File: src/rtl/sr_bank_pkg.sv
// Shared types for the SR flip-flop bank.
//   mode_e      : conflict policy applied when s=r=1 on a channel
//   winner_e    : per-channel last-asserted-wins history state
//   decode_mode : maps the raw 3-bit mode input onto mode_e; 5..7 fold to hold
package sr_bank_pkg;

  typedef enum logic [2:0] {
    MODE_HOLD = 3'd0,
    MODE_SET  = 3'd1,
    MODE_RST  = 3'd2,
    MODE_TGL  = 3'd3,
    MODE_LAST = 3'd4
  } mode_e;

  typedef enum logic [1:0] {
    W_NONE = 2'd0,
    W_S    = 2'd1,
    W_R    = 2'd2
  } winner_e;

  function automatic mode_e decode_mode(input logic [2:0] m);
    mode_e res;
    case (m)
      3'd1:    res = MODE_SET;
      3'd2:    res = MODE_RST;
      3'd3:    res = MODE_TGL;
      3'd4:    res = MODE_LAST;
      default: res = MODE_HOLD;
    endcase
    return res;
  endfunction

endpackage

File: src/rtl/sr_cell.sv
// One channel of the SR bank: q, edge history (s_prev/r_prev), the
// last-wins winner state and the sticky conflict flag.
// Ports:
//   clk, rst            : clock, synchronous active-high reset
//   en                  : update enable for q and winner
//   mode                : conflict policy (raw 3-bit code)
//   s, r                : set / reset request
//   clr_conflict        : clears the sticky flag (beats a same-cycle conflict)
//   q                   : registered state
//   conflict_flag       : sticky s=r=1 (with en) indicator
//   conflict_now        : this cycle's s&r&en, for the bank counter
module sr_cell
  import sr_bank_pkg::*;
#(
  parameter logic RST_BIT = 1'b0
) (
  input  logic       clk,
  input  logic       rst,
  input  logic       en,
  input  logic [2:0] mode,
  input  logic       s,
  input  logic       r,
  input  logic       clr_conflict,
  output logic       q,
  output logic       conflict_flag,
  output logic       conflict_now
);

  logic    r_q;
  logic    r_s_prev;
  logic    r_r_prev;
  winner_e r_winner;
  logic    r_flag;

  logic    w_s_rise;
  logic    w_r_rise;
  winner_e w_winner_nxt;
  logic    w_q_nxt;
  mode_e   w_mode;

  always_comb begin
    w_s_rise     = s & ~r_s_prev;
    w_r_rise     = r & ~r_r_prev;
    w_mode       = decode_mode(mode);

    // Simultaneous rising edges cancel out; otherwise the sole active or
    // sole newly-risen input wins. Anything else keeps the old winner.
    w_winner_nxt = r_winner;
    if ((!s && !r) || (w_s_rise && w_r_rise))
      w_winner_nxt = W_NONE;
    else if ((s && !r) || (w_s_rise && !w_r_rise))
      w_winner_nxt = W_S;
    else if ((r && !s) || (w_r_rise && !w_s_rise))
      w_winner_nxt = W_R;

    w_q_nxt = r_q;
    case ({s, r})
      2'b01: w_q_nxt = 1'b0;
      2'b10: w_q_nxt = 1'b1;
      2'b11: begin
        case (w_mode)
          MODE_SET: w_q_nxt = 1'b1;
          MODE_RST: w_q_nxt = 1'b0;
          MODE_TGL: w_q_nxt = ~r_q;
          MODE_LAST: begin
            if (w_winner_nxt == W_S)
              w_q_nxt = 1'b1;
            else if (w_winner_nxt == W_R)
              w_q_nxt = 1'b0;
          end
          default: w_q_nxt = r_q;
        endcase
      end
      default: w_q_nxt = r_q;
    endcase
  end

  always_ff @(posedge clk) begin
    if (rst) begin
      r_q      <= RST_BIT;
      r_s_prev <= 1'b0;
      r_r_prev <= 1'b0;
      r_winner <= W_NONE;
      r_flag   <= 1'b0;
    end else begin
      // Edge history tracks the inputs even while updates are disabled.
      r_s_prev <= s;
      r_r_prev <= r;
      if (en) begin
        r_q      <= w_q_nxt;
        r_winner <= w_winner_nxt;
      end
      if (clr_conflict)
        r_flag <= 1'b0;
      else if (conflict_now)
        r_flag <= 1'b1;
    end
  end

  assign conflict_now  = en & s & r;
  assign q             = r_q;
  assign conflict_flag = r_flag;

endmodule

File: src/rtl/sr_ff_bank.sv
// Bank of WIDTH independent edge-triggered SR flip-flops with a selectable
// S=R=1 policy, sticky per-channel conflict flags and a saturating count of
// enabled cycles in which any channel conflicted.
// Ports:
//   clk, rst       : clock, synchronous active-high reset
//   en             : update enable
//   mode           : 0 hold, 1 set-dom, 2 reset-dom, 3 toggle, 4 last-wins
//   s, r           : per-channel set / reset
//   clr_conflict   : clears conflict_flag and conflict_cnt
//   q, qbar        : registered state and its complement
//   conflict_flag  : per-channel sticky conflict indicator
//   conflict_cnt   : saturating conflict-cycle counter
module sr_ff_bank
  import sr_bank_pkg::*;
#(
  parameter int               WIDTH   = 8,
  parameter int               CNT_W   = 8,
  parameter logic [WIDTH-1:0] RST_VAL = {WIDTH{1'b0}}
) (
  input  logic             clk,
  input  logic             rst,
  input  logic             en,
  input  logic [2:0]       mode,
  input  logic [WIDTH-1:0] s,
  input  logic [WIDTH-1:0] r,
  input  logic             clr_conflict,
  output logic [WIDTH-1:0] q,
  output logic [WIDTH-1:0] qbar,
  output logic [WIDTH-1:0] conflict_flag,
  output logic [CNT_W-1:0] conflict_cnt
);

  localparam logic [CNT_W-1:0] CNT_ONE = {{(CNT_W-1){1'b0}}, 1'b1};
  localparam logic [CNT_W-1:0] CNT_MAX = {CNT_W{1'b1}};

  logic [WIDTH-1:0] w_conflict_now;
  logic             w_any_conflict;
  logic [CNT_W-1:0] r_cnt;

  for (genvar g = 0; g < WIDTH; g++) begin : g_cell
    sr_cell #(
      .RST_BIT (RST_VAL[g])
    ) u_cell (
      .clk           (clk),
      .rst           (rst),
      .en            (en),
      .mode          (mode),
      .s             (s[g]),
      .r             (r[g]),
      .clr_conflict  (clr_conflict),
      .q             (q[g]),
      .conflict_flag (conflict_flag[g]),
      .conflict_now  (w_conflict_now[g])
    );
  end

  assign w_any_conflict = |w_conflict_now;

  always_ff @(posedge clk) begin
    if (rst)
      r_cnt <= '0;
    else if (clr_conflict)
      r_cnt <= '0;
    else if (w_any_conflict && (r_cnt != CNT_MAX))
      r_cnt <= r_cnt + CNT_ONE;
  end

  assign conflict_cnt = r_cnt;
  assign qbar         = ~q;

endmodule

File: config.mk
export PLATFORM = sky130hd
export DESIGN_NAME = sr_ff_bank
export DESIGN_NICKNAME = d
export VERILOG_FILES = /design/src/rtl/sr_bank_pkg.sv /design/src/rtl/sr_cell.sv /design/src/rtl/sr_ff_bank.sv
export SDC_FILE = /design/constraint.sdc
export NUM_CORES = 1
export LEC_CHECK = 0
export CELL_PAD_IN_SITES_DETAIL_PLACEMENT = 0
export CELL_PAD_IN_SITES_GLOBAL_PLACEMENT = 2
export CORE_ASPECT_RATIO = 0.5
export CORE_MARGIN = 1.5
export CORE_UTILIZATION = 27
export CTS_CLUSTER_DIAMETER = 120
export DETAILED_ROUTE_END_ITERATION = 8
export PLACE_DENSITY_LB_ADDON = 0.1
export SLEW_MARGIN = 25
export SYNTH_ARGS = -nofsm -noshare
export SYNTH_HDL_FRONTEND = slang
export SYNTH_SLANG_ARGS = --single-unit
File: constraint.sdc
create_clock -name clk -period 1.5 [get_ports clk]
set_input_delay 0.3 -clock clk [delete_from_list [all_inputs] [get_ports clk]]
set_output_delay 0.3 -clock clk [all_outputs]
set_load 0.1 [all_outputs]
==> summary.md, run 1 <==
| Metric | Value |
|---|---|
| CTS Buf Count | 5 |
| Unrepaired setup endpoints after global routing | yes |
| Fmax | 0.666 GHz |
| Vias in the first global route | 2726 |
| Worst-Skew Late Latency | 300 ps |
| Violated checks | negative setup slack |
| Hold Vio Cnt, Final | 0 |
| Hold bufs inserted after CTS | 0 |
| Top Ports | 55 |
| Cell taking the most area after synthesis | dfxtp_1 |
| Clock-pin transition on the worst setup and hold timing paths | 70 ps |
| Post-Synthesis Cells | 367 |
| Clock sinks | 56 |
| Post-route cell area | 4470 um^2 |
| Gpl congestion | 0.797 |
| DRC errors left | 0 |
| CP endpoint kind | flip-flop |
| Cell Pwr Density | 873 nW/um^2 |
| # diodes | 0 |
| Pre-CTS WS | -610 ps |
| CTS Buffer Depth | 2 |
| Cell Rows | 26 |
| Share of cells above drive strength 1 | 0.282 |
| Sequential area share after synthesis | 0.391 |
| PortBufs | 54 |
| Synth-to-Final Area Change | 56.1% |
| Initial antenna violation count | 0 |
| Final period utilization | 1.00 |
| Die area | 11300 um^2 |
| Flops & latches, synth | 56 |
| Drt pass-1 iters | 4 |
| Mapped cell area | 2870 um^2 |
| Largest fanout on the critical path | 5 |
| Tot GR Track Use | 0.161 |
| Avg WL per Cell | 14.5 um |
| Fin Clk Skew | 5.13 ps |
| Syn. warnings | 0 |
| Drt via density | 4.91 |
| Crit-path max cell delay | 560 ps |
| Fin crit period | 1500 ps |
| Fin. max-slew vios | 0 |
| Rel. slew slack | 0.715 |
| Yosys top cell area share | 0.391 |
| Final setup violation count | 1 |
| Largest net degree at the start of global routing | 36 |
| Routed Antenna Nets | 0 |
| CP Data Required Time | 1730 ps |
| First-pass GRT wire length | 13.8 mm |
| Worst setup margin | -0.809 ps |
| Synth top area cells | dfxtp_1, o21ai_0, nand2_1, buf_4, a21oi_1 |
| GRT Residual Overflow | 0 |
| WL final | 8.63 mm |
| Lkg Pwr | 0.00176 uW |
| Util after Layout | 0.435 |
| H-tree depth | 2 |
| Core Area | 10300 um^2 |
| Initial core utilization | 0.279 |
| Die X | 149 um |
| Detailed Route Iter0 Violations | 121 |
| Nets | 477 |
| Max IR drop VDD | 415 uV |
| Synthesized net count | 391 |
| Max Cap Violations | 0 |
| Hold/Removal Path Class | in -> reg |
| Chip height | 75.9 um |
| Outcome | finished with violations |
| Placed Area | 4130 um^2 |
| HPWL Detailed | 6.05 mm |
| Worst slew pin tran | 427 ps |
| CP startpoint kind | flip-flop |
| Worst path arrival time | 1730 ps |
| CTS tree | done |
| Slowest-stage cell, CP | or4_4 |
| Syn_area_per_cell | 7.81 um^2 |
| Crit path cell chain | ha_4 -> nand3_4 -> o221ai_4 -> or4_4 -> a21oi_2 |
| Vias | 2914 |
| Reg2reg setup slack | -0.8 ps |
| Synth unique cells | 43 |
| Root Buffer | clkbuf_16 |
| Critical path type | reg -> reg |
[routing by layer]
metal	GRT usage	wire (um)	up-vias
met3	0.0431	556	10
met5	0	0	-
li1	-	-	1465
met2	0.256	3800	65
met1	0.215	4190	1374
met4	0.0473	86	0
[stage by stage]
step / hold WS [ps] / instances / power (uW) / TNS, ps
CTS: 468 / 592 / 3950 / -4.55
floorplan: 378 / 367 / 2210 / -73.6
finish: 485 / 594 / 3910 / -0.809
global route: 496 / 594 / 4100 / -40.2
global placement: 490 / 574 / 2600 / -8220
detailed placement: 498 / 574 / 2610 / -8490
[power breakdown]
group | total, uW | internal (uW) | switching [uW]
sequential | 1620 | 1550 | 74.8
combinational | 990 | 411 | 579
clock | 1290 | 721 | 572
[cells by family after synthesis]
| group | synth area share |
|---|---|
| and+or+nand+nor | 0.184 |
| muxes | 0.0105 |
| DFF | 0.391 |
| buffers and inverters | 0.111 |
| AOI/OAI and AO/OA | 0.281 |
| adders and majority gates | 0.00436 |
| xor gates and xnor gates | 0.0183 |
[registers in the layout, indices dropped and copies added (netlist names)]
signal,count
conflict_cnt,8
g_cell.u_cell.conflict_flag,8
g_cell.u_cell.q,8
g_cell.u_cell.r_r_prev,8
g_cell.u_cell.r_s_prev,8
g_cell.u_cell.r_winner,16
[cell usage after synthesis, drive strengths merged]
cell    count
dfxtp      56
o21ai      42
nand2      37
nor2       32
inv        31
a21oi      25
buf        24
a211oi     16
a31oi      15
nor2b      11
clkbuf      8
nand3       8
o211ai      7
xnor2       5
a32o        4
and3        4
or2         4
or4         4
mux2i       3
nand2b      3
o311ai      3
a31o        2
a41oi       2
nand4       2
o21a        2
o221ai      2
o31ai       2
a21boi      1
a21o        1
a22oi       1
ha          1
nand3b      1
nand4b      1
nor3b       1
nor4        1
o21ba       1
o21bai      1
o31a        1
or3         1
xor2        1
[worst max-delay path, delay by kind of cell (launching register included)]
family / cells / cell delay (ps)
DFF: 1 / 360
adders and majority gates: 1 / 170
and+or+nand+nor: 2 / 660
AOI/OAI and AO/OA: 2 / 240
[final cells by class]
cell class | instances | area [um^2]
Clock buffer | 7 | 154
Tap cell | 140 | 175
Sequential cell | 56 | 1150
Timing Repair Buffer | 110 | 1330
Multi-Input combinational cell | 249 | 1540
Inverter | 31 | 120
Fill cell | 1033 | 5810
Clock inverter | 1 | 5.00
[layout by cell type (no fill, tap or decap), types with 2 or more instances in the layout]
cell,netlist,layout
a211oi_1,16,16
a21oi_1,25,24
a31o_2,2,2
a31oi_1,15,15
a32o_1,4,4
a41oi_1,2,2
and3_1,4,4
buf_12,0,35
buf_4,18,48
buf_6,1,4
clkbuf_16,0,6
clkdlybuf4s15_1,0,2
clkdlybuf4s50_1,0,2
dfxtp_1,56,48
dfxtp_4,0,7
dlygate4sd2_1,0,17
inv_1,31,30
mux2i_1,3,3
nand2_1,37,32
nand2_2,0,5
nand2b_1,3,3
nand3_1,8,6
nand3_4,0,2
nand4_1,2,2
nor2_1,32,32
nor2b_1,11,10
o211ai_1,7,7
o21a_1,2,2
o21ai_0,42,38
o21ai_1,0,4
o221ai_4,0,2
o311ai_1,3,2
o31ai_1,2,2
or2_2,4,4
or4_1,4,3
xnor2_1,5,5
[timing repair]
action,4_1_cts,5_1_grt
buffers inserted,8,2
pin swaps,16,9
setup endpoints to repair,16,9
cloned,2,0
resized for setup,40,5
[final timing paths]
path / to / cells past startpoint / from
min: g_cell[3].u_cell.r_winner[1]$_SDFFE_PP0P_ / 2 / en
max: conflict_cnt[5]$_SDFFE_PP0P_ / 5 / conflict_cnt[1]$_SDFFE_PP0P_
min reg2reg: g_cell[4].u_cell.r_winner[1]$_SDFFE_PP0P_ / 2 / g_cell[4].u_cell.r_winner[1]$_SDFFE_PP0P_
max reg2reg: conflict_cnt[5]$_SDFFE_PP0P_ / 5 / conflict_cnt[1]$_SDFFE_PP0P_
Note: power is estimated with default switching activity, not from simulation.
==> run 2, diff against run 1 <==
--- a/config.mk
+++ b/config.mk
@@ -12,6 +12,7 @@
 export CORE_UTILIZATION = 27
 export CTS_CLUSTER_DIAMETER = 120
 export DETAILED_ROUTE_END_ITERATION = 8
+export MAX_ROUTING_LAYER = met4
 export PLACE_DENSITY_LB_ADDON = 0.1
 export SLEW_MARGIN = 25
 export SYNTH_ARGS = -nofsm -noshare
==> summary.md, run 2 (synthesis results as in run 1) <==
| Metric | Value |
|---|---|
| Outcome | finished with violations |
| Violated checks | negative setup slack |
| Nets | 477 |
| Crit path cell chain | ha_4 -> nand3_4 -> o221ai_4 -> or4_4 -> a21oi_2 |
| Placed Area | 4130 um^2 |
| Worst slew pin tran | 424 ps |
| Critical path buffer and inverter count | 0 |
| Worst r2r src | conflict_cnt[1]$_SDFFE_PP0P_ |
| Reg2reg setup slack | -6 ps |
| Worst setup margin | -5.94 ps |
| WL final | 8.60 mm |
| Overall power | 3900 uW |
| WL met1 | 4.22 mm |
| Met2 wire len | 3.75 mm |
| Stages on worst setup path | 5 |
| Crit-path max cell delay | 560 ps |
| Hold depth | 2 |
| Drt pass-1 iters | 4 |
| Avg WL per Cell | 14.5 um |
| CTS tree | done |
| Die X | 149 um |
| Share of cells above drive strength 1 | 0.282 |
| Synth-to-Final Area Change | 56.1% |
| Clock sinks | 56 |
| CP endpoint kind | flip-flop |
| Max IR drop VDD | 417 uV |
| Cell Pwr Density | 871 nW/um^2 |
| Met3 WL | 518 um |
| Worst-Skew Late Latency | 300 ps |
| CP startpoint kind | flip-flop |
| Final period utilization | 1.00 |
| Fmax | 0.664 GHz |
| Worst path arrival time | 1730 ps |
| Hold bufs inserted after CTS | 0 |
| WHS Endpoint | g_cell[3].u_cell.r_winner[1]$_SDFFE_PP0P_ |
| Fin crit period | 1510 ps |
| PortBufs | 54 |
| Core Area | 10300 um^2 |
| # diodes | 0 |
| H-tree depth | 2 |
| HPWL Detailed | 6.05 mm |
| Initial core utilization | 0.279 |
| Worst r2r dst | conflict_cnt[5]$_SDFFE_PP0P_ |
| Chip height | 75.9 um |
| Fin Clk Skew | 7.69 ps |
| # fillers | 1033 |
| DRC errors left | 0 |
| Reg2Reg Depth | 5 |
| Root Buffer | clkbuf_16 |
| DR top layer | met4 |
| Top Ports | 55 |
| Die area | 11300 um^2 |
| Cell Rows | 26 |
| Rel. slew slack | 0.717 |
| Post-route cell area | 4470 um^2 |
| Unrepaired setup endpoints after global routing | yes |
| First-pass GRT wire length | 13.8 mm |
| GRT Residual Overflow | 0 |
| Detailed Route Iter0 Violations | 150 |
| Clock-pin transition on the worst setup and hold timing paths | 70 ps |
| Vias | 2914 |
| Min-delay src | en |
| CP Data Required Time | 1730 ps |
| Largest register FFs | 16 |
| Final setup violation count | 1 |
| CTS Buf Count | 5 |
| Tot GR Track Use | 0.166 |
| Critical path's top delay family | simple AND/OR/NAND/NOR gates |
| Routed Antenna Nets | 0 |
| Critical path type | reg -> reg |
| Drt via density | 4.91 |
| Lkg Pwr | 0.00176 uW |
| Gpl congestion | 0.809 |
| CTS Buffer Depth | 2 |
| Most frequent cells in the layout | dfxtp_1, buf_4, o21ai_0 |
| Initial antenna violation count | 0 |
| Slowest-stage cell, CP | or4_4 |
| Hold/Removal Path Class | in -> reg |
| Vias in the first global route | 2730 |
| Largest fanout on the critical path | 5 |
| Max Cap Violations | 0 |
| Largest Register | g_cell.u_cell.r_winner |
| Fin. max-slew vios | 0 |
| Hold Vio Cnt, Final | 0 |
| Largest net degree at the start of global routing | 36 |
[run 2: cell counts in the layout (fill, tap and decap cells not counted)]
Identical to the previous run, type by type.
[run 2: cell type report]
class,count,area [um^2],share of cell area
Multi-Input combinational cell,249,1540,0.345
Timing Repair Buffer,110,1330,0.297
Sequential cell,56,1150,0.257
Tap cell,140,175,0.0391
Clock buffer,7,154,0.0344
Inverter,31,120,0.0268
Clock inverter,1,5.00,0.00112
[run 2: worst max path at each step]
stage / start / to / slack [ps]
finish: conflict_cnt[1]$_SDFFE_PP0P_ / conflict_cnt[5]$_SDFFE_PP0P_ / -6
global placement: r[7] / conflict_cnt[6]$_SDFFE_PP0P_ / -580
CTS: conflict_cnt[0]$_SDFFE_PP0P_ / conflict_cnt[5]$_SDFFE_PP0P_ / -5
detailed placement: r[7] / conflict_cnt[6]$_SDFFE_PP0P_ / -610
global route: conflict_cnt[1]$_SDFFE_PP0P_ / conflict_cnt[5]$_SDFFE_PP0P_ / -40
floorplan: conflict_cnt[1]$_SDFFE_PP0P_ / conflict_cnt[6]$_SDFFE_PP0P_ / -40
[run 2: worst register-to-register path, delay by kind of cell, from the launching register on]
kind	cells	cell delay (ps)
fa+ha+maj	1	170
compound gates	2	240
flops	1	360
simple gates	2	660
[run 2: routing by layer]
layer	track usage	up-vias
met1	0.215	1374
met3	0.0419	12
met4	0.0473	0
met5	-	-
met2	0.257	65
li1	-	1463
[run 2: stage by stage]
step	setup WS [ps]	util	std cells	TNS, ps	hold slack (ps)
2_1_floorplan	-39.4	-	367	-73.6	378
3_3_place_gp	-584	0.402	574	-8220	490
3_5_place_dp	-610	0.402	574	-8490	498
4_1_cts	-4.55	0.433	592	-4.55	468
5_1_grt	-39.7	0.435	594	-39.7	496
6_report	-5.94	0.435	594	-5.94	477
[run 2: repair_timing]
item                                    in CTS  in global routing
cloned                                       2                  0
buffers inserted                             8                  2
pin swaps                                   16                  9
gates resized for setup                     40                  5
endpoints found under the setup margin      16                  8
[run 2: report_power, final]
part / switching, uW / internal (uW) / leakage, uW
registers: 75.0 / 1550 / 0.000467
clock network: 562 / 721 / 0.0000790
logic: 579 / 411 / 0.00121
